==> src/rtl/shop_cmd_framer_v_pkg.sv <==
// Shared constants and types for the shop_v command framer.
// Character codes, FSM state encoding and default widths shared with shop_v.
package shop_cmd_framer_v_pkg;

   localparam int unsigned DefNumChars = 7;
   localparam int unsigned DefUNumBits = 4;

   localparam logic [7:0] ChCr     = 8'h0D;
   localparam logic [7:0] ChLf     = 8'h0A;
   localparam logic [7:0] ChBs     = 8'h08;
   localparam logic [7:0] ChDollar = 8'h24;

   typedef enum logic [1:0] {
      StCollect = 2'd0,
      StUid     = 2'd1,
      StDiscard = 2'd2
   } state_e;

endpackage

==> src/rtl/shop_cmd_framer_v.sv <==
// Serial ASCII command framer: packs characters into a right-justified word and
// strobes complete lines (with optional "$<hex>" user index) towards shop_v.
module shop_cmd_framer_v
   import shop_cmd_framer_v_pkg::*;
#(
   parameter int unsigned A_NUM_CHARS = DefNumChars,
   parameter int unsigned A_NUM_BITS  = A_NUM_CHARS * 8,
   parameter int unsigned U_NUM_BITS  = DefUNumBits
) (
   input  logic                  i_clk,
   input  logic                  i_reset,
   input  logic                  i_char_vld,
   input  logic [7:0]            i_char,
   output logic                  o_rdy,
   output logic [A_NUM_BITS-1:0] o_a,
   output logic [U_NUM_BITS-1:0] o_u,
   output logic                  o_err
);

   localparam int unsigned CntW = $clog2(A_NUM_CHARS + 1);
   localparam logic [CntW-1:0] CntMax = CntW'(A_NUM_CHARS);

   // Returns {valid, value}.
   function automatic logic [4:0] hex_decode(input logic [7:0] ch);
      logic [4:0] r;
      r = 5'd0;
      if (ch >= 8'h30 && ch <= 8'h39) begin
         r = {1'b1, 4'(ch - 8'h30)};
      end else if (ch >= 8'h41 && ch <= 8'h46) begin
         r = {1'b1, 4'(ch - 8'h37)};
      end else if (ch >= 8'h61 && ch <= 8'h66) begin
         r = {1'b1, 4'(ch - 8'h57)};
      end
      return r;
   endfunction

   state_e                state_q, state_d;
   logic [A_NUM_BITS-1:0] buf_q, buf_d;
   logic [CntW-1:0]       cnt_q, cnt_d;
   logic [U_NUM_BITS-1:0] uid_q, uid_d;
   logic                  uid_set_q, uid_set_d;
   logic [A_NUM_BITS-1:0] a_q, a_d;
   logic [U_NUM_BITS-1:0] u_q, u_d;
   logic                  rdy_q, rdy_d;
   logic                  err_q, err_d;

   logic       is_term, is_bs, is_print;
   logic [4:0] hex;

   always_comb begin
      is_term  = (i_char == ChCr) || (i_char == ChLf);
      is_bs    = (i_char == ChBs);
      is_print = (i_char >= 8'h20) && (i_char <= 8'h7E);
      hex      = hex_decode(i_char);
   end

   always_comb begin
      state_d   = state_q;
      buf_d     = buf_q;
      cnt_d     = cnt_q;
      uid_d     = uid_q;
      uid_set_d = uid_set_q;
      a_d       = a_q;
      u_d       = u_q;
      rdy_d     = 1'b0;
      err_d     = 1'b0;

      if (i_char_vld) begin
         unique case (state_q)
            StCollect: begin
               if (is_print && i_char == ChDollar && cnt_q == '0 && !uid_set_q) begin
                  state_d = StUid;
               end else if (is_print) begin
                  if (cnt_q < CntMax) begin
                     buf_d = {buf_q[A_NUM_BITS-9:0], i_char};
                     cnt_d = cnt_q + 1'b1;
                  end else begin
                     err_d   = 1'b1;
                     state_d = StDiscard;
                  end
               end else if (is_bs) begin
                  // An empty-line backspace leaves any uid prefix intact.
                  if (cnt_q != '0) begin
                     buf_d = buf_q >> 8;
                     cnt_d = cnt_q - 1'b1;
                  end
               end else if (is_term && (cnt_q != '0 || uid_set_q)) begin
                  a_d       = buf_q;
                  u_d       = uid_q;
                  rdy_d     = 1'b1;
                  buf_d     = '0;
                  cnt_d     = '0;
                  uid_d     = '0;
                  uid_set_d = 1'b0;
               end
            end
            StUid: begin
               if (hex[4]) begin
                  uid_d     = U_NUM_BITS'(hex[3:0]);
                  uid_set_d = 1'b1;
                  state_d   = StCollect;
               end else if (is_print) begin
                  err_d   = 1'b1;
                  state_d = StDiscard;
               end else if (is_term) begin
                  // The terminator itself closes the bad line, so no discard phase.
                  err_d     = 1'b1;
                  buf_d     = '0;
                  cnt_d     = '0;
                  uid_d     = '0;
                  uid_set_d = 1'b0;
                  state_d   = StCollect;
               end else if (is_bs) begin
                  state_d = StCollect;
               end
            end
            StDiscard: begin
               if (is_term) begin
                  buf_d     = '0;
                  cnt_d     = '0;
                  uid_d     = '0;
                  uid_set_d = 1'b0;
                  state_d   = StCollect;
               end
            end
            default: state_d = StCollect;
         endcase
      end
   end

   always_ff @(posedge i_clk) begin
      if (i_reset) begin
         state_q   <= StCollect;
         buf_q     <= '0;
         cnt_q     <= '0;
         uid_q     <= '0;
         uid_set_q <= 1'b0;
         a_q       <= '0;
         u_q       <= '0;
         rdy_q     <= 1'b0;
         err_q     <= 1'b0;
      end else begin
         state_q   <= state_d;
         buf_q     <= buf_d;
         cnt_q     <= cnt_d;
         uid_q     <= uid_d;
         uid_set_q <= uid_set_d;
         a_q       <= a_d;
         u_q       <= u_d;
         rdy_q     <= rdy_d;
         err_q     <= err_d;
      end
   end

   assign o_rdy = rdy_q;
   assign o_err = err_q;
   assign o_a   = a_q;
   assign o_u   = u_q;

endmodule
==> config.mk <==
export PLATFORM = sky130hd
export DESIGN_NAME = shop_cmd_framer_v
export DESIGN_NICKNAME = d
export VERILOG_FILES = /design/src/rtl/shop_cmd_framer_v_pkg.sv /design/src/rtl/shop_cmd_framer_v.sv
export SDC_FILE = /design/constraint.sdc
export NUM_CORES = 1
export LEC_CHECK = 0
export BUFFER_PORTS_ARGS = -buffer_cell sky130_fd_sc_hd__buf_2
export CAP_MARGIN = 20
export CORE_MARGIN = 3
export CORE_UTILIZATION = 65
export CTS_BUF_LIST = sky130_fd_sc_hd__clkbuf_8
export DETAILED_ROUTE_END_ITERATION = 8
export PLACE_DENSITY = 0.89
export SETUP_SLACK_MARGIN = 0.1
export SLEW_MARGIN = 25
export SYNTH_ARGS = -nofsm -noshare
export SYNTH_HDL_FRONTEND = slang
export SYNTH_SLANG_ARGS = --single-unit
export TNS_END_PERCENT = 5
==> constraint.sdc <==
create_clock -name i_clk -period 5.5 [get_ports i_clk]
set_input_delay 0.275 -clock i_clk [delete_from_list [all_inputs] [get_ports i_clk]]
set_output_delay 0.275 -clock i_clk [all_outputs]
set_load 0.005 [all_outputs]
**Word level (Yosys, flattened, before mapping)**

Cells that the tools add are included.

- Register bits after elaboration: 128
- Input port bits: 11
- Output and inout bits: 62
- Word-level logic and storage cells: 125

- $lt $le $gt $ge: 9
- Eq/ne operators: 20
- Reductions and logical operators: 21
- Multiplexer cells: 56
- $add $sub $neg: 5
- Bitwise logic cells: 5

Operators with widths:

| cell | count |
|---|---|
| two-way mux 56 bit | 9 |
| one-hot mux 56 bit (3 select lines) | 1 |
| two-way mux 4 bit | 7 |
| two-way mux 3 bit | 9 |
| == test 8 x 4 -> 1 bit, second input constant | 3 |
| <= comparator 8 x 7 -> 1 bit, second input constant | 3 |
| greater-or-equal comparator 8 x 6 -> 1 bit, second input constant | 2 |
| greater-or-equal comparator 8 x 7 -> 1 bit, second input constant | 2 |
| two-way mux 2 bit | 8 |
| two-way mux 5 bit | 3 |
| two-way mux 1 bit | 14 |
| inequality test 2 bit, second input constant | 7 |
| inequality test 3 bit, second input constant | 4 |
| one-hot mux 4 bit (3 select lines) | 1 |
| one-hot mux 3 bit (3 select lines) | 1 |
| == test 8 x 6 -> 1 bit, second input constant | 1 |
| <= comparator 8 x 6 -> 1 bit, second input constant | 1 |
| logical AND 1 bit | 8 |
| inequality test 4 bit, second input constant | 2 |
| AND reduction 8 bit | 1 |
| subtractor 4 x 3 -> 4 bit, second input constant | 2 |
| AND reduction 7 bit | 1 |
| one-hot mux 2 bit (3 select lines) | 1 |
| AND reduction 6 bit | 1 |
| 18 further kinds | 24 |

**Longest topological paths before layout**

- Depth in word-level cells: 8
- Depth in mapped cells: 9
- Gate-level depth less buffers: 7

**Worst setup path before layout**

OpenSTA, ideal clock, no wires.

- Path type: input port to flip-flop
- Start point: input port i_char[7]
- End point: register uid_q[1]
- Required time: 5378 ps
- Data arrival time: 2332 ps
- Slack: 3046 ps
- Path buffers: 2
- Library setup time: 122 ps
- Stages: 7
- Cells stage by stage: buf_2 > or3b_1 > buf_2 > or4_4 > or4_1 > o311a_1 > a221o_1

- Longest elaborated chain between the ends: 7
- Elaborated cells on any way between the ends: 34
- Those cells by class: order compare: 8; eq/ne: 9; mux: 7; reduce/logical: 10

Ends and longest elaborated chain:

| element | line | RTL |
|---|---|---|
| start, declared | shop_cmd_framer_v.sv:13 | `input logic [7:0] i_char,` |
| greater-or-equal comparator 8 x 7 -> 1 bit, or another cell as far along | shop_cmd_framer_v.sv:31 | `end else if (ch >= 8'h61 && ch <= 8'h66) begin` |
| logical AND 1 bit, on equally long branches | shop_cmd_framer_v.sv:31, shop_cmd_framer_v.sv:53 |  |
| two-way mux 5 bit or logical AND 1 bit (tied branches) | shop_cmd_framer_v.sv:31, shop_cmd_framer_v.sv:71 |  |
| two-way mux 5 bit or logical AND 1 bit (tied branches) | shop_cmd_framer_v.sv:29, shop_cmd_framer_v.sv:71 |  |
| two-way mux 5 bit or logical AND 1 bit (tied branches) | shop_cmd_framer_v.sv:27, shop_cmd_framer_v.sv:71 |  |
| inequality test 3 bit (no line), or another cell as far along | -- |  |
| AND reduction 7 bit (no line) or one-hot mux 4 bit (3 select lines) (tied branches) | -- |  |
| end signal, assigned | shop_cmd_framer_v.sv:146 | `uid_q <= uid_d;` |
| end, declared | shop_cmd_framer_v.sv:40 | `logic [U_NUM_BITS-1:0] uid_q, uid_d;` |

Parallel ways exist; a longest one is shown, timed or not. The select of a mux whose other input is x is not followed.
A chain may end at the register's enable or synchronous reset.

**Worst setup path in the final report**

- Start point: register cnt_q[0]
- End point: register buf_q[18]

- Longest elaborated chain between the ends: 5
- Elaborated cells on any way between the ends: 12
- Those cells by class: order compare: 1; eq/ne: 4; reduce/logical: 7

Ends and longest elaborated chain:

| element | line | RTL |
|---|---|---|
| start, declared | shop_cmd_framer_v.sv:39 | `logic [CntW-1:0] cnt_q, cnt_d;` |
| start signal, assigned | shop_cmd_framer_v.sv:145 | `cnt_q <= cnt_d;` |
| branches (longest 4 deep; another with less-than comparator 3 bit) | -- |  |
| AND reduction 8 bit (no line) * | -- |  |
| end signal, assigned | shop_cmd_framer_v.sv:144 | `buf_q <= buf_d;` |
| end, declared | shop_cmd_framer_v.sv:38 | `logic [A_NUM_BITS-1:0] buf_q, buf_d;` |

Every way passes the cells marked *.

==> run metrics <==
outcome completed; Avg Cell Area, Syn 8.32 um^2; clock buffers created by TritonCTS 17; highest metal layer with signal wires met4; Yosys warnings 0; number of endpoints failing setup at the final stage 0; slew at the pin closest to its max-slew limit 907 ps; number of instances resized during post-cts repair 0; I/O pin count 73; setup repair after global routing missed its margin false; detailed route wirelength on metal3 1.71 mm; CTS tree done; clock latency at the later pin of the worst-skew pair 430 ps; Avg WL per Cell 19.3 um; met2 WL post-DR 7.98 mm; TritonCTS sink count 128; family with the most delay on the worst path simple AND/OR/NAND/NOR gates; half-perimeter wire length of the detailed placement result 10.6 mm; number of failing hold endpoints at the final stage 0; Crit path arrival time 3670 ps; Simple-Gate Fraction of Synth Area 18.8%; Crit. End Element flop; final design area excluding fillers 6670 um^2; placed insts 836; die height 101 um; met1 wire length 6.52 mm; internal power of the cells 1.45 mW; fraction of final layout cells sized beyond drive strength 1 19.4%; FP Rows 34; share of the core filled with cells in the final layout 76.1%; Gate Count Post-Synth 709; post-synthesis mux area share 3.73%; Via Count 5833; P_leak 2.50 nW; dominant combinational cell family by area after synthesis compound AO/OA/AOI/OAI gates; per-cell via count in the routed design 6.74; count of nets left with antenna violations after detail routing 0; adder and majority cell fraction of the synthesized area 2.33%; clock root cell sky130_fd_sc_hd__clkbuf_8; residual overflow from global routing 0; fraction of synthesis flops using an asynchronous set or reset pin 0%; ANT cells 0; sort of element at the start of the critical path flop; # Max-Cap Violations 0; kind of path behind the tightest hold check in -> reg; Port Buffer Count 72; Detailed Routing Iterations Pass 1 9; Peak VDD IR 186 uV; wire length of the first global-routing pass 26.6 mm; Max stage delay on crit path 710 ps; post-CTS setup buffer count 0; top library cells by usage in the layout, fill and taps aside sky130_fd_sc_hd__nand2_1 (164), sky130_fd_sc_hd__dfxtp_1 (128), sky130_fd_sc_hd__a21oi_1 (78), sky130_fd_sc_hd__buf_2 (71), sky130_fd_sc_hd__a31oi_1 (33); Post-Synthesis Net Count 731; die width 101 um; register bit count reported by yosys 128; count of nets after finishing 769; cell breakdown of the critical path inv_1, ha_1, nor3b_1, nor4_1, o311a_2, nand3_2, mux2_1; post-route DRC violation count 0; Fin Setup TNS 0 ps; maximum level of the CTS H-tree 4; initial standard-cell utilization of the core 67.3%; number of enable flip-flop cells after synthesis 0; classification of the worst setup path reg -> reg; maximum number of pins on one net before global-route repair 115; die area 10300 um^2; P_sw 501 uW; switching share of power 25.7%; RD Place Congestion 0.918; Comb power frac 7.4%; clock skew 16.5 ps; portion of total power attributed to the clock network 42.8%; critical-path maximum fanout 32; required time reported for the critical path endpoint 5800 ps; area of the mapped netlist 5900 um^2; Buffers & Inverters on Critical Path 1; highest clock rate 297 MHz; Layout Area Growth over Synthesis 13.1%; cell area after placement 6250 um^2; shortest clock period the worst path allows after layout 3360 ps; Post-Route WL 16.7 mm; total track usage 32.6%; clock transition at the register clock pins on the worst setup and hold paths after CTS 80 ps; number of buffers between clock root and the deepest sink 2; area fraction in compound gates after synthesis 26.0%; most instantiated flip-flop cell in the synthesis netlist sky130_fd_sc_hd__dfxtp_1; post-route fraction of the period consumed by the critical path 61.2%; number of violations reported at the end of detailed-routing iteration 0 761; most common library cell in the layout ignoring fill and taps sky130_fd_sc_hd__nand2_1; share of total power in sequential cells 49.8%; max-slew violations 0; post-synthesis share of cell area spent on xor and xnor gates 0.594%; area inside the core boundary 8760 um^2; headroom to the max-slew limit 39.1%; sequential share of the synthesized area 43.4%; number of library cell types mapped by synthesis 68; Fin Hold WS 181 ps; initial antenna violation count 0; power density relative to cell area 293 nW/um^2; count of hold buffers inserted by post-cts repair 0; via count of the first global-routing pass 5320; Critical Path Slowest Stage Cell sky130_fd_sc_hd__o311a_2; final non-filler cell total 866
-- path summary, 6_finish.rpt --
| check | cells after the start | slack [ps] | from | end |
|---|---|---|---|---|
| min reg2reg | 2 | 450 | o_a[22] | o_a[22] |
| max | 7 | 2140 | cnt_q[0] | buf_q[18] |
| min | 4 | 180 | i_reset | buf_q[6] |
| max reg2reg | 7 | 2140 | cnt_q[0] | buf_q[18] |
-- through the flow --
step | setup WS, ps | power, mW
CTS | 2180 | 1.95
finish | 2140 | 1.95
floorplan | 3050 | 1.09
global route | 1980 | 2.01
global placement | 2140 | 1.12
detailed placement | 2010 | 1.13
-- final cells by class --
type	count	area (um^2)
Clock buffer	18	248
Clock inverter	12	160
Inverter	10	37.5
Fill cell	644	2090
Timing Repair Buffer	83	449
Multi-Input combinational cell	507	3080
Sequential cell	128	2560
Tap cell	108	135
-- cells in the mapped netlist, types with 11 or more instances --
| master | instances | area [um^2] |
|---|---|---|
| sky130_fd_sc_hd__mux2_2 | 11 | 124 |
| sky130_fd_sc_hd__a211oi_1 | 32 | 240 |
| sky130_fd_sc_hd__dfxtp_1 | 128 | 2560 |
| sky130_fd_sc_hd__buf_2 | 16 | 80.1 |
| sky130_fd_sc_hd__a22oi_1 | 31 | 233 |
| sky130_fd_sc_hd__nand3_1 | 13 | 65.1 |
| sky130_fd_sc_hd__a21oi_1 | 79 | 395 |
| sky130_fd_sc_hd__a31oi_1 | 33 | 206 |
| sky130_fd_sc_hd__clkbuf_1 | 47 | 176 |
| sky130_fd_sc_hd__nand2_1 | 164 | 616 |
| sky130_fd_sc_hd__ha_1 | 11 | 138 |
| sky130_fd_sc_hd__nor2b_1 | 15 | 93.8 |
-- flip-flops by register name, summed over array words and instances (netlist names) --
name,flops
buf_q,56
o_a,56
o_u,4
uid_q,4
cnt_q,3
state_q,2
o_err,1
o_rdy,1
uid_set_q,1
-- cell families (layout without fill, tap and decap cells) --
family,Yosys count,in the layout
AOI/OAI and AO/OA,229,229
DFF,128,128
muxes,20,20
buffers and inverters,74,123
and+or+nand+nor,243,243
adders and majority gates,11,11
xor gates and xnor gates,4,4
-- tightest hold or removal path, cell delays in order --
cell and delay [ps]:
sky130_fd_sc_hd__buf_4 100, sky130_fd_sc_hd__nor2_1 70, sky130_fd_sc_hd__nand2_1 60, sky130_fd_sc_hd__mux2i_1 50
-- routing by layer --
layer  GRT usage, %  vias to the layer above
li1               -                     2642
met1           43.4                     2737
met2           52.6                      387
met3           6.89                       67
met4           11.7                        0
met5              0                        -
-- power groups by stage --
stage               clock network [mW]  logic [mW]  registers, mW
floorplan                            0       0.108          0.980
global placement                     0       0.132          0.992
detailed placement                   0       0.137          0.992
CTS                              0.836       0.141          0.971
global route                     0.881       0.157          0.974
finish                           0.835       0.145          0.973
(Power assumes the default switching activity.)
